<file path="config.mk">
export PLATFORM = sky130hd
export DESIGN_NAME = mbt_fb_writer
export DESIGN_NICKNAME = d
export VERILOG_FILES = /design/src/rtl/mbt_fb_writer_pkg.sv /design/src/rtl/mbt_lane_packer.sv /design/src/rtl/mbt_fb_writer.sv
export SDC_FILE = /design/constraint.sdc
export NUM_CORES = 1
export LEC_CHECK = 0
export BUFFER_PORTS_ARGS = -buffer_cell sky130_fd_sc_hd__buf_2
export CAP_MARGIN = 20
export CORE_ASPECT_RATIO = 2
export CORE_MARGIN = 1.5
export CORE_UTILIZATION = 48
export DETAILED_ROUTE_END_ITERATION = 16
export PLACE_DENSITY = 0.68
export SYNTH_ARGS = -nofsm -noshare
export SYNTH_HDL_FRONTEND = slang
export SYNTH_HIERARCHICAL = 1
export SYNTH_SLANG_ARGS = --single-unit
</file>
<file path="constraint.sdc">
create_clock -name clk -period 3.1 [get_ports clk]
set_input_delay 0.31 -clock clk [delete_from_list [all_inputs] [get_ports clk]]
set_output_delay 0.31 -clock clk [all_outputs]
set_load 0.05 [all_outputs]
</file>
<file path="src/rtl/mbt_fb_writer_pkg.sv">
// Shared definitions for the Mandelbrot frame-buffer writer and the display-side address decoder.
package mbt_fb_writer_pkg;

  localparam int unsigned H_RES_DEF = 800;
  localparam int unsigned V_RES_DEF = 600;

  typedef enum logic [1:0] {
    ST_IDLE  = 2'd0,
    ST_FILL  = 2'd1,
    ST_CLEAR = 2'd2,
    ST_DONE  = 2'd3
  } fb_state_e;

  // Four 8-bit pixels share one BRAM word, so a partial last word rounds up.
  function automatic int unsigned fb_words(input int unsigned pixels);
    return (pixels + 32'd3) / 32'd4;
  endfunction

  // Byte-enable bit for a single lane.
  function automatic logic [3:0] lane_bit(input logic [1:0] lane);
    logic [3:0] m;
    case (lane)
      2'd0:    m = 4'b0001;
      2'd1:    m = 4'b0010;
      2'd2:    m = 4'b0100;
      default: m = 4'b1000;
    endcase
    return m;
  endfunction

endpackage

</file>
<file path="src/rtl/mbt_lane_packer.sv">
// Collects up to four raster pixels into one 32-bit word; lane k holds pixel 4w+k.
module mbt_lane_packer
  import mbt_fb_writer_pkg::*;
(
  input  logic        clk,
  input  logic        rst,
  input  logic        flush,
  input  logic        load,
  input  logic        last,
  input  logic [7:0]  pix,
  output logic        commit,
  output logic [3:0]  mask,
  output logic [31:0] word
);

  logic [1:0] lane_r;
  logic [7:0] pend_r [4];
  logic [3:0] fill_r;

  assign commit = load && ((lane_r == 2'd3) || last);
  assign mask   = fill_r | lane_bit(lane_r);

  // Word as it would be written if the incoming pixel completes it; unfilled lanes read as zero.
  always_comb begin
    word = 32'h0000_0000;
    for (int k = 0; k < 4; k++) begin
      if (fill_r[k]) begin
        word[8*k +: 8] = pend_r[k];
      end else if (k == int'(lane_r)) begin
        word[8*k +: 8] = pix;
      end else begin
        word[8*k +: 8] = 8'h00;
      end
    end
  end

  // Lane counter, pending bytes and filled-lane mask; a commit or flush starts a fresh word.
  always_ff @(posedge clk) begin
    if (rst || flush) begin
      lane_r <= 2'd0;
      fill_r <= 4'h0;
      for (int k = 0; k < 4; k++) begin
        pend_r[k] <= 8'h00;
      end
    end else if (load) begin
      if (commit) begin
        lane_r <= 2'd0;
        fill_r <= 4'h0;
      end else begin
        pend_r[lane_r] <= pix;
        fill_r         <= mask;
        lane_r         <= lane_r + 2'd1;
      end
    end
  end

endmodule

</file>
<file path="src/rtl/mbt_fb_writer.sv">
// Frame-buffer write port driver: packs iteration bytes into BRAM words, clears the buffer,
// and flags the end of each frame.
module mbt_fb_writer
  import mbt_fb_writer_pkg::*;
#(
  parameter int unsigned H_RES       = H_RES_DEF,
  parameter int unsigned V_RES       = V_RES_DEF,
  parameter int unsigned ADDR_W      = 17,
  parameter logic [7:0]  CLEAR_VALUE = 8'h00
) (
  input  logic              clk,
  input  logic              rst,
  input  logic              restart,
  input  logic              clear_req,
  input  logic              pix_valid,
  input  logic [7:0]        pix_iter,
  output logic              pix_ready,
  output logic [3:0]        wea,
  output logic [ADDR_W-1:0] addr,
  output logic [31:0]       dout,
  output logic              busy,
  output logic              frame_done
);

  localparam int unsigned FB_PIXELS = H_RES * V_RES;
  localparam int unsigned FB_WORDS  = fb_words(FB_PIXELS);
  localparam int unsigned PIX_W     = (FB_PIXELS > 1) ? $clog2(FB_PIXELS) : 1;
  localparam int unsigned WC_W      = ADDR_W + 1;
  localparam logic [PIX_W-1:0] LAST_PIX   = PIX_W'(FB_PIXELS - 1);
  localparam logic [PIX_W-1:0] PIX_ONE    = PIX_W'(1);
  localparam logic [WC_W-1:0]  WORDS_END  = WC_W'(FB_WORDS);
  localparam logic [WC_W-1:0]  WC_ONE     = WC_W'(1);
  localparam logic [31:0]      CLEAR_WORD = {4{CLEAR_VALUE}};

  fb_state_e         state_r;
  logic [PIX_W-1:0]  pix_cnt_r;
  logic [WC_W-1:0]   word_cnt_r;
  logic [3:0]        wea_r;
  logic [ADDR_W-1:0] addr_r;
  logic [31:0]       dout_r;
  logic              busy_r;
  logic              frame_done_r;

  logic        accepting_s;
  logic        xfer_s;
  logic        clear_go_s;
  logic        last_s;
  logic        commit_s;
  logic [3:0]  mask_s;
  logic [31:0] word_s;

  // Ready must already be high in the first cycle after reset, so it follows the state directly.
  assign accepting_s = (state_r == ST_IDLE) || (state_r == ST_FILL);
  assign pix_ready   = accepting_s && !rst;
  assign xfer_s      = pix_valid && pix_ready;
  assign clear_go_s  = clear_req && accepting_s;
  assign last_s      = (pix_cnt_r == LAST_PIX);

  assign wea        = wea_r;
  assign addr       = addr_r;
  assign dout       = dout_r;
  assign busy       = busy_r;
  assign frame_done = frame_done_r;

  mbt_lane_packer u_packer (
    .clk    (clk),
    .rst    (rst),
    .flush  (restart || clear_go_s),
    .load   (xfer_s && !restart && !clear_req),
    .last   (last_s),
    .pix    (pix_iter),
    .commit (commit_s),
    .mask   (mask_s),
    .word   (word_s)
  );

  // Frame FSM with word addressing; every write strobe is registered one cycle after its cause.
  always_ff @(posedge clk) begin
    if (rst) begin
      state_r      <= ST_IDLE;
      pix_cnt_r    <= '0;
      word_cnt_r   <= '0;
      wea_r        <= 4'h0;
      addr_r       <= '0;
      dout_r       <= 32'h0000_0000;
      busy_r       <= 1'b0;
      frame_done_r <= 1'b0;
    end else begin
      wea_r        <= 4'h0;
      frame_done_r <= 1'b0;
      if (restart) begin
        state_r    <= ST_IDLE;
        pix_cnt_r  <= '0;
        word_cnt_r <= '0;
        busy_r     <= 1'b0;
      end else begin
        case (state_r)
          ST_IDLE, ST_FILL: begin
            if (clear_req) begin
              state_r    <= ST_CLEAR;
              busy_r     <= 1'b1;
              pix_cnt_r  <= '0;
              wea_r      <= 4'hF;
              addr_r     <= '0;
              dout_r     <= CLEAR_WORD;
              word_cnt_r <= WC_ONE;
            end else if (xfer_s) begin
              if (commit_s) begin
                wea_r      <= mask_s;
                addr_r     <= word_cnt_r[ADDR_W-1:0];
                dout_r     <= word_s;
                word_cnt_r <= word_cnt_r + WC_ONE;
              end
              if (last_s) begin
                state_r      <= ST_DONE;
                busy_r       <= 1'b0;
                frame_done_r <= 1'b1;
              end else begin
                state_r   <= ST_FILL;
                busy_r    <= 1'b1;
                pix_cnt_r <= pix_cnt_r + PIX_ONE;
              end
            end
          end
          ST_CLEAR: begin
            if (word_cnt_r == WORDS_END) begin
              state_r    <= ST_IDLE;
              busy_r     <= 1'b0;
              word_cnt_r <= '0;
            end else begin
              wea_r      <= 4'hF;
              addr_r     <= word_cnt_r[ADDR_W-1:0];
              dout_r     <= CLEAR_WORD;
              word_cnt_r <= word_cnt_r + WC_ONE;
            end
          end
          ST_DONE: begin
            state_r    <= ST_IDLE;
            pix_cnt_r  <= '0;
            word_cnt_r <= '0;
          end
          default: begin
            state_r <= ST_IDLE;
            busy_r  <= 1'b0;
          end
        endcase
      end
    end
  end

endmodule

</file>
==> Yosys cells after proc, flatten, opt, wreduce, memory -nomap -nowiden <==
Memory sizes are Yosys's and may differ from the RTL's.
Index checks and enable logic that the tools add are counted.
{ "totals": {"input_bits": 13, "wordCells": 116, "out_inout_bits": 56, "rom_bits": 0, "latchBits": 0, "mem_count": 1, "ram_bits": 32, "reg_bits": 100} }
{ "memory_table": {"columns": ["memory", "words", "width", "rd", "rd_clocked_by_memory_dff", "wr", "line", "rtl"], "rows": [
  ["u_packer.pend_r", 4, 8, 4, 0, 4, "mbt_lane_packer.sv:17", "logic [7:0] pend_r [4];"]
]} }
{ "classes": {"n_reduce_logical": 27, "order_cmp": 0, "shifts": 0, "muxes": 55, "n_mul": 0, "n_eq_ne": 16, "bitwise": 4, "addsub": 3, "div": 0} }
{ "op_table": {"columns": ["cell", "count"], "rows": [
  ["2-to-1 mux 32 bit", 4],
  ["2-to-1 mux 18 bit", 4],
  ["2-to-1 mux 8 bit", 9],
  ["2-to-1 mux 17 bit", 4],
  ["case mux 32 bit (2 select lines)", 1],
  ["2-to-1 mux 19 bit", 3],
  ["case mux 18 bit (3 select lines)", 1],
  ["case mux 19 bit (2 select lines)", 1],
  ["case mux 17 bit (2 select lines)", 1],
  ["2-to-1 mux 4 bit", 5],
  ["adder 19 x 1 -> 19 bit (second input constant)", 1],
  ["equality test 19 bit (second input constant)", 1],
  ["adder 18 x 1 -> 18 bit (second input constant)", 1],
  ["equality test 18 x 17 -> 1 bit (second input constant)", 1],
  ["2-to-1 mux 1 bit", 12],
  ["2-to-1 mux 2 bit", 6],
  ["case mux 4 bit (3 select lines)", 1],
  ["inequality test 3 bit (second input constant)", 3],
  ["equality test 2 bit (second input constant)", 4],
  ["case mux 4 bit (2 select lines)", 1],
  ["OR reduction 8 bit", 1],
  ["logical AND 1 bit", 6],
  ["zero test 2 bit", 3],
  ["case mux 2 bit (3 select lines)", 1],
  ["16 further kinds", 30]
]} }

==> Longest topological paths before layout <==
Gate-level depths: netlist (run 1).
{ "depth": {"word_depth": 13, "depth_mapped": 10, "ltp_nobuf": 9} }

==> By module <==
The synthesis (run 1) kept the hierarchy.
{ "by_module_without_submodules": {"columns": ["module", "n_inst", "seq_area_each_um2", "area_per_inst_um2", "cells_each"], "rows": [
  ["mbt_fb_writer", 1, 1881.8, 3966.3, 428],
  ["mbt_lane_packer", 1, 1081.0, 2077.0, 206]
]} }

==> Worst setup path after synthesis (run 1) <==
OpenSTA, ideal clock, no wires.
{ "synth_timing": {"kind": "register to register", "from": "reg pix_cnt_r[8]", "to": "reg addr_r[14], in the netlist addr[14]", "required_ns": 3.026, "setup_slack_ns": 0.043, "stages_incl_launch_ff": 11, "n_path_buf": 1, "setup_ns": 0.074, "period_less_slack_ns": 3.057, "arrival_ns": 2.983, "path_cell_list": "dfxtp_1 or4b_1 or3_1 nor2_1 o21a_1 nand3b_1 a221oi_4 o31a_1 buf_2 nand3_1 o21ai_0"} }
{ "synth_between": {"elab_chain_cells": 5} }
{ "synth_rtl": {"columns": ["item", "line", "rtl"], "rows": [
  ["start, declared", "mbt_fb_writer.sv:36", "logic [PIX_W-1:0] pix_cnt_r;"],
  ["start signal, assigned", "mbt_fb_writer.sv:121", "pix_cnt_r <= pix_cnt_r + PIX_ONE;"],
  ["equality test 19 bit", "mbt_fb_writer.sv:57", "assign last_s = (pix_cnt_r == LAST_PIX);"],
  ["named net last_s", "mbt_fb_writer.sv:47", "logic last_s;"],
  ["logical OR 1 bit", "mbt_lane_packer.sv:20", "assign commit = load && ((lane_r == 2'd3) || last);"],
  ["logical AND 1 bit", "mbt_lane_packer.sv:20", null],
  ["named net commit_s", "mbt_fb_writer.sv:48", "logic commit_s;"],
  ["inequality test 3 bit (no line)", null, null],
  ["AND reduction 5 bit (no line)", null, null],
  ["end signal, assigned", "mbt_fb_writer.sv:110", "addr_r <= word_cnt_r[ADDR_W-1:0];"],
  ["end signal, assigned", "mbt_fb_writer.sv:132", "addr_r <= word_cnt_r[ADDR_W-1:0];"],
  ["end, declared", "mbt_fb_writer.sv:39", "logic [ADDR_W-1:0] addr_r;"]
]} }
The timed path passes the listed nets, and every way through them passes these cells.
A chain may end at the register's enable or synchronous reset.

==> Final worst setup path (run 1) <==
{ "layout_timing": {"from": "reg pix_cnt_r[8]", "to": "reg addr_r[12], in the netlist addr[12]"} }
Same word-level chain as after synthesis.

==> implementation parameters, run 1 <==
Parameter                              Value

Placed design
  Post-DP HPWL ... 11200 µm
  GPL Wtd Cong ... 0.860
  Buffers added on ports ... 68

Finish
  Post-Route Utilization ... 58.6%
  Area overhead of the layout relative to synthesis ... 18.2%
  Fillcell total ... 1091
  Inserted Diodes ... 0
  Proportion of layout cells with a drive suffix above 1 ... 22.1%
  Number of nets in the layout ... 725

Clock network
  Clock sink count ... 132
  Hold buffers post-CTS ... 0
  TritonCTS clock tree ... yes
  Clock-pin slew reported for the worst setup and hold paths after clock tree synthesis ... 0.05 ns
  Max Root-Sink Buffers ... 2
  Buffer count from post-CTS setup fixing ... 0
  Post-cts repair resize count ... 0
  Number of buffers created by CTS ... 17
  Clock latency on the worst-skew pair ... 0.42 ns
  Depth of the CTS H-tree ... 4
  Clock tree root buffer cell ... sky130_fd_sc_hd__clkbuf_16

Yosys
  Proportion of netlist area held by the largest area contributor ... 33.1%
  Number of distinct library cell variants in the gate-level netlist after synthesis ... 66
  Fraction of synthesis flops using an asynchronous set or reset pin ... 0%
  Share of synthesized area occupied by flip-flops and latches ... 49.0%
  Post-Syn Instances ... 634
  Flip-flop and latch count after synthesis ... 132
  Total of warnings raised by yosys ... 6
  Cell with the most instances after synthesis ... sky130_fd_sc_hd__dfxtp_1
  Syn_area_per_cell ... 9.53 µm²
  Top area cells in the synthesized netlist ... sky130_fd_sc_hd__dfxtp_1 (33%), sky130_fd_sc_hd__edfxtp_1 (16%), sky130_fd_sc_hd__a22o_1 (6.1%)
  Most used flip-flop cell after synthesis ... sky130_fd_sc_hd__dfxtp_1
  Net count after synthesis ... 654
  Post-synth top cells ... sky130_fd_sc_hd__dfxtp_1 (100), sky130_fd_sc_hd__nand2_1 (64), sky130_fd_sc_hd__nor2_1 (44)
  Cell area after technology mapping ... 6040 µm²
  Number of enable-type register cells in the synthesized netlist ... 32
  Cell type contributing the most total cell area after synthesis ... sky130_fd_sc_hd__dfxtp_1

Setup path
  CP max FO ... 26
  Startpoint-to-endpoint class of the critical path ... reg2reg
  Element type at the critical path end ... flop
  Required time of the critical path ... 3.43 ns
  Critical Path Start Type ... flop
  Worst EP arrival ... 3.17 ns

STA
  Number of slew-limit violations in the final report ... 0
  Slew margin rel. ... 46.1%
  Max Clk Rate ... 352 MHz
  Portion of the clock cycle consumed by the worst path in the final layout ... 91.6%
  Clock Skews ... 0.0111 ns
  Final-layout setup total negative slack ... 0 ns
  Time the worst path needs with I/O delays and setup ... 2.84 ns
  Setup repair after global routing missed its margin ... false
  Setup violators final ... 0
  Final-report hold violation count ... 0
  Transition time at the pin with the least slew margin ... 0.809 ns

Route
  Detailed-route wire length per cell ... 17.5 µm
  Length of the first detailed-routing pass in iterations ... 4
  Via count ... 5019
  Wirelength, routed ... 15200 µm
  Final ANT Viol Nets ... 0
  Iteration-0 DRC Markers ... 231
  DR DRC count ... 0
  Post-DR vias/cell ... 5.80

Global routing
  Pin count of the biggest net entering global routing ... 33
  First-pass GRT wire length ... 23400 µm
  Residual overflow from global routing ... 0
  Antenna violations before repair ... 0
  Number of global-route vias before repair ... 4847
  All-Layer GR Usage ... 23.6%

Hold path
  Worst Hold Class ... in2reg

Floorplan
  Die X-Extent ... 82.3 µm
  Chip height ... 162 µm
  I/O pin cnt ... 69
  Die area ... 13300 µm²
  Starting Density ... 49.6%
  Core footprint ... 12200 µm²
  Number of rows in the core area ... 57

Pwr
  Total power of the final layout ... 3.91 mW
  Pwr Density ... 548 nW/µm²
  Worst VDD drop ... 0.431 mV
  Leak Pwr ... 2.71 nW

Job
  Total of max-cap violations ... 0

Outcome
  Outcome ... completed
sequential cells by signal (all words and copies together), names as in the netlist:
| register | cells |
|---|---|
| state_r | 2 |
| wea | 4 |
| frame_done | 1 |
| u_packer/fill_r | 4 |
| word_cnt_r | 18 |
| u_packer/pend_r | 32 |
| addr | 17 |
| busy | 1 |
| u_packer/lane_r | 2 |
| dout | 32 |
| pix_cnt_r | 19 |
logic make-up after synthesis:
logic type                 Yosys count  synth area share [%]
and+or+nand+nor                    272                  25.0
AOI/OAI and AO/OA                  140                  16.5
DFF                                132                  49.0
buffers and inverters               57                  4.18
xor gates and xnor gates            25                  3.62
adders and majority gates            7                  1.45
muxes                                1                 0.186
where the power goes:
part	total [mW]	internal, mW	switching [mW]
clock network	1.92	1.21	0.713
logic	0.195	0.0514	0.144
registers	1.79	1.78	0.00974
total	3.91	3.05	0.866
through the flow:
| step | cells | setup WS (ns) | hold WS [ns] | area, µm² |
|---|---|---|---|---|
| 6_report | 865 | 0.260 | 0.206 | 7140 |
| 5_1_grt | 865 | 0.0830 | 0.203 | 7140 |
| 4_1_cts | 865 | 0.253 | 0.191 | 7140 |
| 3_5_place_dp | 833 | 0.279 | 0.454 | 6570 |
| 3_3_place_gp | 833 | 0.308 | 0.456 | 6570 |
| 2_1_floorplan | 634 | 0.0432 | 0.426 | 6040 |
metal layers:
metal / wire (µm) / GRT usage, %
met4: 495 / 11.5
met2: 8680 / 45.6
met3: 513 / 5.17
met5: 0 / 0
met1: 5470 / 21.6
path summary, 6_finish.rpt:
path / from / end / slack [ns] / cells after the start
worst max-delay path: pix_cnt_r[8] / addr[12] / 0.26 / 10
worst min-delay path: pix_valid / state_r[0] / 0.21 / 3
worst max register to register: pix_cnt_r[8] / addr[12] / 0.26 / 10
worst min register to register: dout[22] / dout[22] / 0.47 / 1
cell usage in the layout (no fill, tap or decap), types with 6 or more instances in the layout:
cell type | netlist | routed
sky130_fd_sc_hd__xor2_1 | 19 | 19
sky130_fd_sc_hd__xnor2_1 | 6 | 6
sky130_fd_sc_hd__nor2_1 | 44 | 43
sky130_fd_sc_hd__buf_4 | 1 | 25
sky130_fd_sc_hd__inv_1 | 16 | 16
sky130_fd_sc_hd__nand2b_1 | 24 | 24
sky130_fd_sc_hd__a21oi_1 | 15 | 14
sky130_fd_sc_hd__nand3_1 | 37 | 37
sky130_fd_sc_hd__a22o_1 | 42 | 42
sky130_fd_sc_hd__or2_2 | 6 | 6
sky130_fd_sc_hd__nor4_1 | 11 | 11
sky130_fd_sc_hd__o21ai_1 | 13 | 13
sky130_fd_sc_hd__nor3_2 | 19 | 19
sky130_fd_sc_hd__o21ai_0 | 37 | 37
sky130_fd_sc_hd__nand4_1 | 12 | 12
sky130_fd_sc_hd__ha_1 | 7 | 7
sky130_fd_sc_hd__clkbuf_16 | 0 | 18
sky130_fd_sc_hd__buf_2 | 10 | 68
sky130_fd_sc_hd__edfxtp_1 | 32 | 32
sky130_fd_sc_hd__dfxtp_1 | 100 | 100
sky130_fd_sc_hd__nand2_1 | 64 | 64
sky130_fd_sc_hd__nor3_1 | 13 | 13
critical path: stages, from the launching register on:
cell,delay [ns]
sky130_fd_sc_hd__dfxtp_1,0.33
sky130_fd_sc_hd__or4b_1,0.55
sky130_fd_sc_hd__or3_1,0.42
sky130_fd_sc_hd__nor2_1,0.17
sky130_fd_sc_hd__o21a_1,0.15
sky130_fd_sc_hd__nand3b_1,0.15
sky130_fd_sc_hd__a221oi_4,0.33
sky130_fd_sc_hd__o31a_1,0.18
sky130_fd_sc_hd__buf_4,0.26
sky130_fd_sc_hd__nand3_1,0.12
sky130_fd_sc_hd__o21ai_0,0.09
layout make-up:
type	count	area (µm²)	area share [%]
Clock buffer	24	503	7.04
Clock inverter	8	72.6	1.02
Inverter	16	60.1	0.841
Multi-Input combinational cell	445	2830	39.7
Sequential cell	132	2960	41.5
Tap cell	147	184	2.57
Timing Repair Buffer	93	528	7.39
Note: power is estimated with default switching activity, not from simulation.
==> run 2, diff against run 1 <==
REMOVE_ABC_BUFFERS = 1   (was default)
==> implementation parameters, run 2 (synthesized netlist as in run 1, its figures left out) <==
Parameter                              Value

Placed design
  Instance count after placement with tap cells included ... 832
  Buffers added on ports ... 68
  GPL Wtd Cong ... 0.875
  Post-DP HPWL ... 11500 µm
  Setup Slack @ Placement ... 0.303 ns

Job
  Total of max-cap violations ... 0

Setup path
  Required time of the critical path ... 3.41 ns
  R2R depth ... 9
  Critical Path Start Type ... flop
  Element type at the critical path end ... flop
  Cells traversed along the worst timing path ... or4b_1 -> or3_1 -> nor2_1 -> o21a_1 -> nand3b_1 -> a221oi_4 -> a21oi_2 -> buf_4 -> a22o_1
  CP max FO ... 32
  Critical-path cell with the highest stage delay ... sky130_fd_sc_hd__or4b_1
  Cell class contributing the biggest share of worst-path delay ... simple AND/OR/NAND/NOR gates
  Startpoint-to-endpoint class of the critical path ... reg2reg
  Depth of the critical timing path with buffers and inverters included ... 9
  Buf+Inv Stages, Crit Path ... 1
  Worst EP arrival ... 3.14 ns
  Slowest cell delay on critical path ... 0.47 ns

Pwr
  Worst VDD drop ... 0.495 mV
  Share of total power in combinational logic ... 5.0%
  Share of total power in the clock network ... 49.1%
  Leak Pwr ... 2.70 nW
  Power spent charging and discharging nets ... 0.951 mW
  Internal power ... 2.96 mW
  Pwr Density ... 548 nW/µm²
  Switching share of power ... 24.3%
  Fraction of power consumed by sequential logic ... 45.9%

STA
  Number of slew-limit violations in the final report ... 0
  Time the worst path needs with I/O delays and setup ... 2.84 ns
  Portion of the clock cycle consumed by the worst path in the final layout ... 91.5%
  Transition time at the pin with the least slew margin ... 0.991 ns
  Slew margin rel. ... 33.7%
  Setup repair after global routing missed its margin ... false
  Max Clk Rate ... 352 MHz
  Setup violators final ... 0
  Final-layout worst hold slack ... 0.171 ns
  Clock Skews ... 0.0119 ns
  Min setup slack post-route ... 0.262 ns
  Final-report hold violation count ... 0
  Final-layout setup total negative slack ... 0 ns

Route
  Detailed-route wire length per cell ... 18.3 µm
  Iteration-0 DRC Markers ... 266
  Final ANT Viol Nets ... 0
  Length of the first detailed-routing pass in iterations ... 5
  Post-DR vias/cell ... 5.92
  Wirelength, routed ... 15800 µm
  Via count ... 5117
  DR DRC count ... 0

Global routing
  Number of global-route vias before repair ... 5021
  First-pass GRT wire length ... 24700 µm
  Residual overflow from global routing ... 0
  All-Layer GR Usage ... 24.6%
  Pin count of the biggest net entering global routing ... 33
  Antenna violations before repair ... 0

Finish
  Proportion of layout cells with a drive suffix above 1 ... 22.5%
  Sequential cell area ... 2960 µm²
  Inserted Diodes ... 0
  Area of the multi-input gates ... 2830 µm²
  Non-filler cells, final ... 864
  Post-Route Utilization ... 58.5%
  Top library cells by usage in the layout, fill and taps aside ... sky130_fd_sc_hd__dfxtp_1 (100), sky130_fd_sc_hd__buf_2 (68), sky130_fd_sc_hd__nand2_1 (64)
  Most common cell after layout, fill and taps aside ... sky130_fd_sc_hd__dfxtp_1
  Number of nets in the layout ... 724
  Fillcell total ... 1083
  Area overhead of the layout relative to synthesis ... 18.0%

Clock network
  Max Root-Sink Buffers ... 2
  Buffer count from post-CTS setup fixing ... 0
  TritonCTS clock tree ... yes
  Clock latency on the worst-skew pair ... 0.42 ns
  Number of buffers created by CTS ... 17
  Clock tree root buffer cell ... sky130_fd_sc_hd__clkbuf_16
  Depth of the CTS H-tree ... 4
  Post-cts repair resize count ... 0
  Clock-pin slew reported for the worst setup and hold paths after clock tree synthesis ... 0.06 ns
  Hold buffers post-CTS ... 0
  Clock sink count ... 132

Floorplan
  Starting Density ... 49.6%
  Core footprint ... 12200 µm²
  Number of rows in the core area ... 57
  Die X-Extent ... 82.3 µm
  Chip height ... 162 µm
  I/O pin cnt ... 69
  Die area ... 13300 µm²

Hold path
  Worst Hold Class ... in2reg
  Number of cells traversed by the worst hold path ... 3

Outcome
  Outcome ... completed
## run 2: cell count changes in the layout (fill, tap and decap cells not counted), sizes merged
cell,previous run,this run
inv,17,21
clkbuf,24,20
clkinv,5,4
bufinv,1,0
buf,93,92
clkinvlp,1,3
## run 2: worst register-to-register path: cells and delay by family, from the launching register on
kind / cells / cell delay, ns
DFF: 1 / 0.42
and+or+nand+nor: 4 / 1.22
buffers and inverters: 1 / 0.25
AOI/OAI and AO/OA: 4 / 0.85
## run 2: worst paths after layout
check	startpoint	endpoint	slack, ns
setup / recovery	pix_cnt_r[9]	dout[13]	0.26
hold / removal	pix_valid	state_r[0]	0.17
setup reg to reg	pix_cnt_r[9]	dout[13]	0.26
hold reg to reg	addr[0]	addr[0]	0.47
## run 2: layer usage
layer	vias to the layer above	share of wire, %	GRT usage [%]	routed length, µm
met4	0	5.2	14.9	818
met3	52	3.8	4.44	595
met1	2468	36	23.6	5610
met5	-	0	0	0
met2	156	55	45.7	8750
li1	2441	-	-	-
## run 2: layout make-up
cell class	count	area share (%)
sequential	132	41.5
multi-input combinational	445	39.7
clock inverter	12	1.30
timing repair buffer	92	7.30
tap	147	2.58
inverter	16	0.842
clock buffer	20	6.70
## run 2: per-stage QoR
| stage | cell area, µm² | total power [mW] |
|---|---|---|
| final | 7130 | 3.91 |
| after global placement | 6560 | 2.02 |
| after CTS | 7130 | 3.93 |
| after global routing | 7130 | 4.02 |
| after floorplan | 5850 | 1.94 |
| after detailed placement | 6560 | 2.02 |
## run 2: power groups by stage
| stage | Sequential (mW) | Combinational (mW) | Clock (mW) |
|---|---|---|---|
| finish | 1.79 | 0.194 | 1.92 |
| global route | 1.80 | 0.208 | 2.02 |
| CTS | 1.79 | 0.192 | 1.94 |
| detailed placement | 1.83 | 0.191 | 0 |
| global placement | 1.83 | 0.187 | 0 |
| floorplan | 1.84 | 0.0939 | 0 |
==> run 3, diff against run 2 <==
CORE_UTILIZATION = 53   (was 48)
PLACE_DENSITY = 0.74   (was 0.68)
==> implementation parameters, run 3 (synthesized netlist as in run 1, its figures left out) <==
Parameter                              Value

Setup path
  Depth of the critical timing path with buffers and inverters included ... 9
  Startpoint-to-endpoint class of the critical path ... reg2reg
  R2R depth ... 9
  Required time of the critical path ... 3.41 ns
  Worst Setup SP ... pix_cnt_r[8]
  Critical-path cell with the highest stage delay ... sky130_fd_sc_hd__or4b_1
  CP max FO ... 32
  Buf+Inv Stages, Crit Path ... 1
  Worst EP arrival ... 3.16 ns
  Cells traversed along the worst timing path ... or4b_1 -> or3_1 -> nor2_4 -> o21a_1 -> nand3b_1 -> a221oi_4 -> a21oi_2 -> buf_4 -> a22o_1
  Slowest cell delay on critical path ... 0.55 ns
  Worst R2R Start ... pix_cnt_r[8]
  Cell class contributing the biggest share of worst-path delay ... simple AND/OR/NAND/NOR gates
  Critical Path Start Type ... flop
  Element type at the critical path end ... flop

Global routing
  Antenna violations before repair ... 0
  Residual overflow from global routing ... 0
  All-Layer GR Usage ... 26.4%
  First-pass GRT wire length ... 24700 µm
  Number of global-route vias before repair ... 5132
  Pin count of the biggest net entering global routing ... 33

Finish
  Number of nets in the layout ... 725
  Proportion of layout cells with a drive suffix above 1 ... 21.7%
  Layout Cell Area excl Fill ... 7130 µm²
  Inserted Diodes ... 0
  Top library cells by usage in the layout, fill and taps aside ... sky130_fd_sc_hd__dfxtp_1 (100), sky130_fd_sc_hd__buf_2 (68), sky130_fd_sc_hd__nand2_1 (64)
  Area overhead of the layout relative to synthesis ... 18.0%
  Most common cell after layout, fill and taps aside ... sky130_fd_sc_hd__dfxtp_1

Floorplan
  Core footprint ... 11200 µm²
  Starting Density ... 53.9%
  Number of rows in the core area ... 55
  Die X-Extent ... 78.5 µm
  Chip height ... 154 µm
  Die area ... 12100 µm²
  I/O pin cnt ... 69

STA
  Portion of the clock cycle consumed by the worst path in the final layout ... 91.9%
  Clock Skews ... 0.0103 ns
  Time the worst path needs with I/O delays and setup ... 2.85 ns
  Max Clk Rate ... 351 MHz
  Setup repair after global routing missed its margin ... false
  Slew margin rel. ... 26.3%
  Final-layout worst hold slack ... 0.162 ns
  Transition time at the pin with the least slew margin ... 1.09 ns
  Number of slew-limit violations in the final report ... 0
  Min setup slack post-route ... 0.252 ns
  Setup violators final ... 0
  Final-report hold violation count ... 0

Clock network
  Clock tree root buffer cell ... sky130_fd_sc_hd__clkbuf_16
  Depth of the CTS H-tree ... 4
  Clock latency on the worst-skew pair ... 0.42 ns
  TritonCTS clock tree ... yes
  Buffer count from post-CTS setup fixing ... 0
  Number of buffers created by CTS ... 17
  Max Root-Sink Buffers ... 2
  Clock-pin slew reported for the worst setup and hold paths after clock tree synthesis ... 0.06 ns
  Clock sink count ... 132

Pwr
  Worst VDD drop ... 0.513 mV
  Leak Pwr ... 2.69 nW
  Total power of the final layout ... 3.90 mW
  Pwr Density ... 547 nW/µm²

Route
  Post-DR vias/cell ... 5.92
  Length of the first detailed-routing pass in iterations ... 7
  Iteration-0 DRC Markers ... 395
  Final ANT Viol Nets ... 0
  Via count ... 5095
  DR DRC count ... 0
  Wirelength, routed ... 15200 µm
  Detailed-route wire length per cell ... 17.6 µm

Placed design
  Standard cell area after detailed placement ... 6550 µm²
  GPL Wtd Cong ... 0.890
  Post-DP HPWL ... 11100 µm
  Buffers added on ports ... 68
  Setup Slack @ Placement ... 0.165 ns

Outcome
  Outcome ... completed

Hold path
  Number of cells traversed by the worst hold path ... 3
  Worst Hold Class ... in2reg
  Worst Min Path Start ... pix_valid

Job
  Total of max-cap violations ... 0
## run 3: changes by cell type in the layout (fill, tap and decap cells not counted), sizes merged
| cell | delta |
|---|---|
| clkinv | +4 |
| inv | -5 |
| clkbuf | +1 |
| clkinvlp | -1 |
| bufinv | +2 |
## run 3: tightest hold or removal path: stages
cell,delay (ns)
sky130_fd_sc_hd__buf_2,0.12
sky130_fd_sc_hd__nor2_1,0.04
sky130_fd_sc_hd__nor2_1,0.07
## run 3: metrics by stage
stage	utilization, %	std cells	TNS, ns
final	63.6	860	0
after detailed placement	58.4	826	0
after CTS	63.4	858	0
after floorplan	-	593	-17.72
after global routing	63.6	860	0
after global placement	58.4	826	0
## run 3: timing repair
action	4_1_cts	5_1_grt
endpoints found under the setup margin	0	49
hold buffers	0	0
resized for setup	0	3
## run 3: layer usage
metal,track usage [%],wire length (µm)
met5,0,0
met4,14.0,592
met3,5.52,540
met2,50.3,8600
met1,25.5,5410
## run 3: path summary, 6_finish.rpt
kind                      to  slack (ns)
setup reg to reg    dout[10]        0.25
hold / removal    state_r[0]        0.16
setup / recovery    dout[10]        0.25
hold reg to reg      addr[5]        0.46
## run 3: power breakdown
group | internal (mW) | total [mW] | switching, mW
Clock | 1.19 | 1.91 | 0.725
Sequential | 1.78 | 1.79 | 0.0102
Combinational | 0.0501 | 0.194 | 0.144
Total | 3.02 | 3.90 | 0.880
## run 3: cell type report
cell class                      count  area, µm²
Clock buffer                       20        447
Clock inverter                     12        113
Fill cell                         928       4090
Inverter                           16       60.1
Multi-Input combinational cell    445       2840
Sequential cell                   132       2960
Tap cell                          142        178
Timing Repair Buffer               93        529
